==> src/rtl/operand_scheduler_if.sv <==
// Byte-stream handshake plus committed-pair mux outputs for operand_scheduler.
interface operand_scheduler_if;
  logic [7:0] din;
  logic       din_valid;
  logic       din_ready;
  logic       hold;
  logic [7:0] x0;
  logic [7:0] x1;
  logic       select;
  logic       pair_valid;
  logic       commit;

  modport master (
    output din, din_valid, hold,
    input  din_ready, x0, x1, select, pair_valid, commit
  );

  modport slave (
    input  din, din_valid, hold,
    output din_ready, x0, x1, select, pair_valid, commit
  );
endinterface

==> src/rtl/operand_scheduler.sv <==
// Pairs incoming bytes, commits them atomically to x0/x1 and alternates the
// mux select every DWELL cycles while a pair is committed.
module operand_scheduler #(
  parameter int unsigned DWELL = 4
) (
  input logic                 clk,
  input logic                 reset,
  operand_scheduler_if.slave  bus
);

  typedef enum logic [1:0] {EMPTY, HALF, RUN, RUN_HALF} state_e;

  localparam logic [7:0] TERM = 8'(DWELL - 1);

  state_e     state_q, state_d;
  logic [7:0] s0_q, s0_d;
  logic [7:0] x0_q, x0_d;
  logic [7:0] x1_q, x1_d;
  logic [7:0] cnt_q, cnt_d;
  logic       sel_q, sel_d;
  logic       pv_q, pv_d;
  logic       commit_q, commit_d;
  logic       xfer;

  assign bus.din_ready  = !bus.hold;
  assign bus.x0         = x0_q;
  assign bus.x1         = x1_q;
  assign bus.select     = sel_q;
  assign bus.pair_valid = pv_q;
  assign bus.commit     = commit_q;

  assign xfer = bus.din_valid && !bus.hold;

  always_comb begin
    state_d  = state_q;
    s0_d     = s0_q;
    x0_d     = x0_q;
    x1_d     = x1_q;
    cnt_d    = cnt_q;
    sel_d    = sel_q;
    pv_d     = pv_q;
    commit_d = 1'b0;

    if ((state_q == RUN || state_q == RUN_HALF) && !bus.hold) begin
      if (cnt_q == TERM) begin
        cnt_d = '0;
        sel_d = !sel_q;
      end else begin
        cnt_d = cnt_q + 8'd1;
      end
    end

    // Commit is evaluated after alternation so it overrides a same-cycle toggle.
    if (xfer) begin
      unique case (state_q)
        EMPTY: begin
          s0_d    = bus.din;
          state_d = HALF;
        end
        RUN: begin
          s0_d    = bus.din;
          state_d = RUN_HALF;
        end
        HALF, RUN_HALF: begin
          x0_d     = s0_q;
          x1_d     = bus.din;
          pv_d     = 1'b1;
          sel_d    = 1'b0;
          cnt_d    = '0;
          commit_d = 1'b1;
          state_d  = RUN;
        end
        default: state_d = EMPTY;
      endcase
    end
  end

  always_ff @(posedge clk) begin
    if (reset) begin
      state_q  <= EMPTY;
      s0_q     <= '0;
      x0_q     <= '0;
      x1_q     <= '0;
      cnt_q    <= '0;
      sel_q    <= 1'b0;
      pv_q     <= 1'b0;
      commit_q <= 1'b0;
    end else begin
      state_q  <= state_d;
      s0_q     <= s0_d;
      x0_q     <= x0_d;
      x1_q     <= x1_d;
      cnt_q    <= cnt_d;
      sel_q    <= sel_d;
      pv_q     <= pv_d;
      commit_q <= commit_d;
    end
  end

endmodule

==> src/flat_wrapper.sv <==
// flat-port wrapper written by rule: the top's interface ports become plain ports
module operand_scheduler_flat 
#(
  parameter int unsigned DWELL = 4
)
  (clk, reset, bus_din, bus_din_valid, bus_hold, bus_din_ready, bus_x0, bus_x1, bus_select, bus_pair_valid, bus_commit);
  operand_scheduler_if bus_i ();
  input logic clk;
  input logic reset;
  input wire logic [$bits(bus_i.din)-1:0] bus_din;
  input wire logic [$bits(bus_i.din_valid)-1:0] bus_din_valid;
  input wire logic [$bits(bus_i.hold)-1:0] bus_hold;
  output wire logic [$bits(bus_i.din_ready)-1:0] bus_din_ready;
  output wire logic [$bits(bus_i.x0)-1:0] bus_x0;
  output wire logic [$bits(bus_i.x1)-1:0] bus_x1;
  output wire logic [$bits(bus_i.select)-1:0] bus_select;
  output wire logic [$bits(bus_i.pair_valid)-1:0] bus_pair_valid;
  output wire logic [$bits(bus_i.commit)-1:0] bus_commit;
  assign bus_i.din = bus_din;
  assign bus_i.din_valid = bus_din_valid;
  assign bus_i.hold = bus_hold;
  assign bus_din_ready = bus_i.din_ready;
  assign bus_x0 = bus_i.x0;
  assign bus_x1 = bus_i.x1;
  assign bus_select = bus_i.select;
  assign bus_pair_valid = bus_i.pair_valid;
  assign bus_commit = bus_i.commit;
  operand_scheduler #(.DWELL(DWELL)) u_core (.clk(clk), .reset(reset), .bus(bus_i));
endmodule
==> config.mk <==
export PLATFORM = sky130hd
export DESIGN_NAME = operand_scheduler_flat
export DESIGN_NICKNAME = d
export VERILOG_FILES = /design/src/rtl/operand_scheduler_if.sv /design/src/rtl/operand_scheduler.sv /design/src/flat_wrapper.sv
export SDC_FILE = /design/constraint.sdc
export NUM_CORES = 1
export LEC_CHECK = 0
export CORE_ASPECT_RATIO = 0.8
export CORE_MARGIN = 5
export CORE_UTILIZATION = 35
export CTS_CLUSTER_SIZE = 16
export DETAILED_ROUTE_END_ITERATION = 10
export DONT_BUFFER_PORTS = 1
export PLACE_DENSITY = 0.59
export RECOVER_POWER = 25
export SLEW_MARGIN = 20
export SYNTH_ARGS = -nofsm -noshare
export SYNTH_HDL_FRONTEND = slang
export SYNTH_SLANG_ARGS = --single-unit
==> constraint.sdc <==
create_clock -name clk -period 3.6 [get_ports clk]
set_input_delay 0.72 -clock clk [delete_from_list [all_inputs] [get_ports clk]]
set_output_delay 0.72 -clock clk [all_outputs]
set_load 0.01 [all_outputs]
# After elaboration in Yosys (flattened, before gate mapping)
# Index checks and enable logic that the tools add are counted.
[totals]
regBits = 37
inputBits = 12
out_inout_bits = 20
[op_classes]
add_sub_neg = 1
eq_ne = 4
mux = 10
bitwise_logic = 1
reduce_logical = 11
[ops]
columns = ["op", "count"]
rows = [
  ["two-way mux 8 bit", 4],
  ["adder 8 x 1 -> 8 bit, second input constant", 1],
  ["== test 8 x 2 -> 1 bit, second input constant", 1],
  ["case mux 2 bit (3 select lines)", 1],
  ["OR reduction 2 bit", 3],
  ["two-way mux 1 bit", 5],
  ["== test 2 bit, second input constant", 2],
  ["AND reduction 2 bit", 2],
  ["== test 2 x 1 -> 1 bit, second input constant", 1],
  ["logical AND 1 bit", 2],
  ["zero test 1 bit", 2],
  ["zero test 2 bit", 1],
  ["logical OR 1 bit", 1],
  ["NOT 1 bit", 1],
]

# Longest topological paths before layout
[depth]
ltp_word = 6
mapped_depth = 5

# Least setup slack after synthesis
# No wires, ideal clock.
[synth_timing]
path_type = "input port to flip-flop"
startpoint = "input bus_hold"
endpoint = "register u_core.cnt_q[7]"
setup_time_ns = 0.080
t_arrival_ns = 1.571
t_required_ns = 3.520
slack_ns = 1.949
stages = 3
path_buffers = 0
cell_sequence = "nand4b_4 or4_4 a211oi_2"
[synth_via]
elab_chain_len = 5
elab_cells_between_ends = 6
classes_between = "mux (3); reduce/logical (3)"
[synth_rtl]
columns = ["item", "line_no", "rtl"]
rows = [
  ["from (decl)", "flat_wrapper.sv:12", "input wire logic [$bits(bus_i.hold)-1:0] bus_hold;"],
  ["zero test 1 bit *", "operand_scheduler.sv:32, operand_scheduler.sv:44", ""],
  ["logical AND 1 bit", "operand_scheduler.sv:44", "if ((state_q == RUN || state_q == RUN_HALF) && !bus.hold) begin"],
  ["two-way mux 8 bit", "operand_scheduler.sv:44", ""],
  ["two-way mux 8 bit", "operand_scheduler.sv:55", "unique case (state_q)"],
  ["two-way mux 8 bit *", "operand_scheduler.sv:54", "if (xfer) begin"],
  ["to (signal assigned)", "operand_scheduler.sv:93", "cnt_q <= cnt_d;"],
  ["to (decl)", "operand_scheduler.sv:19", "logic [7:0] cnt_q, cnt_d;"],
]
# Every way passes the cells marked *; elsewhere a longest branch is shown, timed or not.
# A chain may end at the register's enable or synchronous reset.

# Worst setup path in the final report
[layout_timing]
startpoint = "input bus_din_valid"
endpoint = "register u_core.s0_q[4]"
[layout_via]
elab_chain_len = 2
[layout_rtl]
columns = ["item", "line_no", "rtl"]
rows = [
  ["from (decl)", "flat_wrapper.sv:11", "input wire logic [$bits(bus_i.din_valid)-1:0] bus_din_valid;"],
  ["logical AND 1 bit", "operand_scheduler.sv:32", "assign xfer = bus.din_valid && !bus.hold;"],
  ["AND reduction 2 bit (no source line)", "-", ""],
  ["to (signal assigned)", "operand_scheduler.sv:81", "s0_q <= '0;"],
  ["to (signal assigned)", "operand_scheduler.sv:90", "s0_q <= s0_d;"],
  ["to (decl)", "operand_scheduler.sv:16", "logic [7:0] s0_q, s0_d;"],
]
# Every way passes these cells.

==> run metrics <==
cts hold-fix bufs=0; total power density per cell area=~530 nW/um2; Post-Route WL=about 2.7 mm; switching power=roughly 0.16 mW; H-tree levels=2; core area=around 3800 um2; crit share post-route=approximately 44%; worst r2r path cells=3; synthesized instance count=approximately 130; cts bufs inserted=5; Max Buffers Root-to-Sink=2; Slew @ Worst Pin=0.896 ns; Starting Density=a little over a third; Top delay family on crit path=simple AND/OR/NAND/NOR gates; Highest Clock Rate=approximately 630 MHz; Comb pwr share=~3.5%; Sw Share=19.8%; worst rel slew slack=roughly two fifths; WHS=0.465 ns; DRT iter0 DRCs=29; Seq/Total Area, Yosys=between 50% and 60%; Seq pwr share=52.2%; Die W=around 80 um; Final Setup Violations=0; mapped cell area=about 1400 um2; io pins=32; Detail Route Antenna Nets=0; CP Launch Type=primary input; slowest stage cell, crit path=nor3b_2; Final Hold Vio Count=0; die height=~66 um; most frequent cells in the layout=dfxtp_1, a22o_1, nor2_1; clock-pin slew on the worst setup and hold paths=~0.07 ns; dpl hpwl=roughly 1.9 mm; Final nets=around 140; global-route wire length before repair=roughly 4.5 mm; status=finished, final reports clean; Antenna diodes=0; clk sinks=37; HP Class=reg2reg; Slew Limit Fails=0; Cell Chain, Critical Path=nor3b_2 -> mux2i_1 -> nor2_1; total die area=5280 um2; Yosys reg bits=37; WP data required=3.77 ns; Avg Vias per Cell=4.98; critical path fanouts, max=8; row cnt=20; clock period minus worst slack=about 1.6 ns; Port Buffers=0; WL/cell=~14 um; fill count=387; initial antenna violation count=0; syn_area_per_cell=around 11 um2; Syn Nets=139; Register Area=roughly 740 um2; max incr delay on CP=approximately 0.7 ns; Leakage=between 0.5 and 0.6 nW; grt ovf=0; post-synth cell types=32; Worst Skew=0.00394 ns; GRT Total Usage=a little under an eighth; Via Count=slightly above 900; vias in the first global route=roughly 940; postcts setup bufs=0; Clk pwr share=between 40 and 50%; area of the multi-input gates=about 590 um2; Hold Path Cell Cnt=1; P_int=between 0.6 and 0.7 mW; pin count of the biggest net entering global routing=20; final RePlAce weighted congestion=0.732; Worst setup EP type=flop; detailed-route DRC error count=0; RSZ-0062 raised after global routing=no; worst skew pair latency=0.28 ns; total number of yosys warnings=0; final cell count without fillers=between 150 and 200; Area Overhead vs Synth=12.2%; DR pass1 iterations=4; share of cells above drive strength 1=12.4%; post-cts gate resize count=0; root buffer cell=clkbuf_8; Max IR drop VDD=~280 uV; commonest non-fill, non-tap cell in the layout=dfxtp_1; WP depth=3; setup TNS=0 ns; worst path bufs/invs=0; Inst Count DP=around 180; max-cap violations=0; CTS tree=built; Worst EP arrival=between 1.5 and 2 ns; WS Path Type=in2reg
==> cells in the mapped netlist <==
cell / n / area [um2]
o31ai_1: 3 / 22.5
a22o_1: 16 / 140
nand2_1: 2 / 7.51
buf_2: 3 / 15.0
nor3_1: 1 / 5.00
clkbuf_1: 1 / 3.75
a21o_1: 2 / 15.0
nor3b_1: 1 / 7.51
nor2_2: 1 / 6.26
nand3b_1: 2 / 15.0
buf_4: 1 / 7.51
ha_1: 1 / 12.5
nand3_1: 4 / 20.0
or4_1: 2 / 15.0
nor2_1: 13 / 48.8
mux2i_1: 10 / 100
or3_2: 1 / 7.51
nand4b_4: 1 / 23.8
nand4_1: 1 / 6.26
and4b_1: 1 / 10.0
a311o_2: 1 / 11.3
a211oi_1: 2 / 15.0
o21ai_0: 2 / 10.0
dfxtp_1: 37 / 741
or3_1: 1 / 6.26
nor2b_1: 2 / 12.5
inv_1: 6 / 22.5
a211oi_2: 1 / 12.5
xnor2_1: 2 / 17.5
a21oi_2: 1 / 8.76
a21oi_1: 3 / 15.0
or4_4: 1 / 11.3
==> stage by stage <==
| step | instance area, um2 | util, % | total power, mW | setup WS [ns] |
|---|---|---|---|---|
| final | 1540 | 40.5 | 0.818 | 2.00 |
| after floorplan | 1370 | - | 0.460 | 1.95 |
| after CTS | 1540 | 40.5 | 0.827 | 1.98 |
| after global placement | 1420 | 37.3 | 0.464 | 1.73 |
| after detailed placement | 1420 | 37.3 | 0.465 | 1.69 |
| after global routing | 1540 | 40.5 | 0.855 | 1.90 |
==> layout make-up <==
| type | instances | area share [%] |
|---|---|---|
| flip-flops and latches | 37 | 48.1 |
| multi-input cells | 78 | 38.2 |
| clock buffers | 6 | 5.36 |
| well taps | 55 | 4.47 |
| clock inverters | 2 | 2.44 |
| inverters | 6 | 1.46 |
==> power by group through the flow <==
stage               clock network (mW)  registers [mW]  logic [mW]
CTS                              0.372           0.427      0.0287
global placement                     0           0.436      0.0277
floorplan                            0           0.434      0.0261
finish                           0.362           0.427      0.0284
detailed placement                   0           0.436      0.0286
global route                     0.395           0.428      0.0321
==> per-layer routing <==
layer	wire length (um)	global-route usage [%]
met5	0	0
met4	35	3.80
met3	244	6.68
met2	1120	17.0
met1	1250	13.3
==> flip-flops by register name, indices dropped and copies added, names as in the netlist <==
| signal | count |
|---|---|
| u_core.bus.commit | 1 |
| u_core.bus.x0 | 8 |
| u_core.s0_q | 8 |
| u_core.bus.x1 | 8 |
| u_core.cnt_q | 8 |
| u_core.bus.select | 1 |
| u_core.bus.pair_valid | 1 |
| u_core.state_q | 2 |
==> kinds of logic (layout without fill, tap and decap cells) <==
group / count (synthesis) / count (layout) / synth area share [%]
buffers and inverters: 11 / 14 / 3.55
adder cells (fa/ha/maj): 1 / 1 / 0.911
AO/OA/AOI/OAI: 31 / 31 / 18.2
multiplexers: 10 / 10 / 7.29
AND/OR/NAND/NOR: 34 / 34 / 14.8
XOR/XNOR: 2 / 2 / 1.28
flip-flops: 37 / 37 / 54.0
==> worst paths after layout <==
| check | startpoint | end | slack, ns |
|---|---|---|---|
| worst max-delay path | bus_din_valid | u_core.s0_q[4]$_SDFFE_PP0P_ | 2.00 |
| worst min-delay path | u_core.s0_q[7]$_SDFFE_PP0P_ | u_core.bus.x0[7]$_SDFFE_PP0P_ | 0.47 |
| worst max register to register | u_core.state_q[0]$_SDFFE_PP0P_ | u_core.s0_q[4]$_SDFFE_PP0P_ | 2.03 |
| worst min register to register | u_core.s0_q[7]$_SDFFE_PP0P_ | u_core.bus.x0[7]$_SDFFE_PP0P_ | 0.47 |
(Power assumes the default switching activity.)
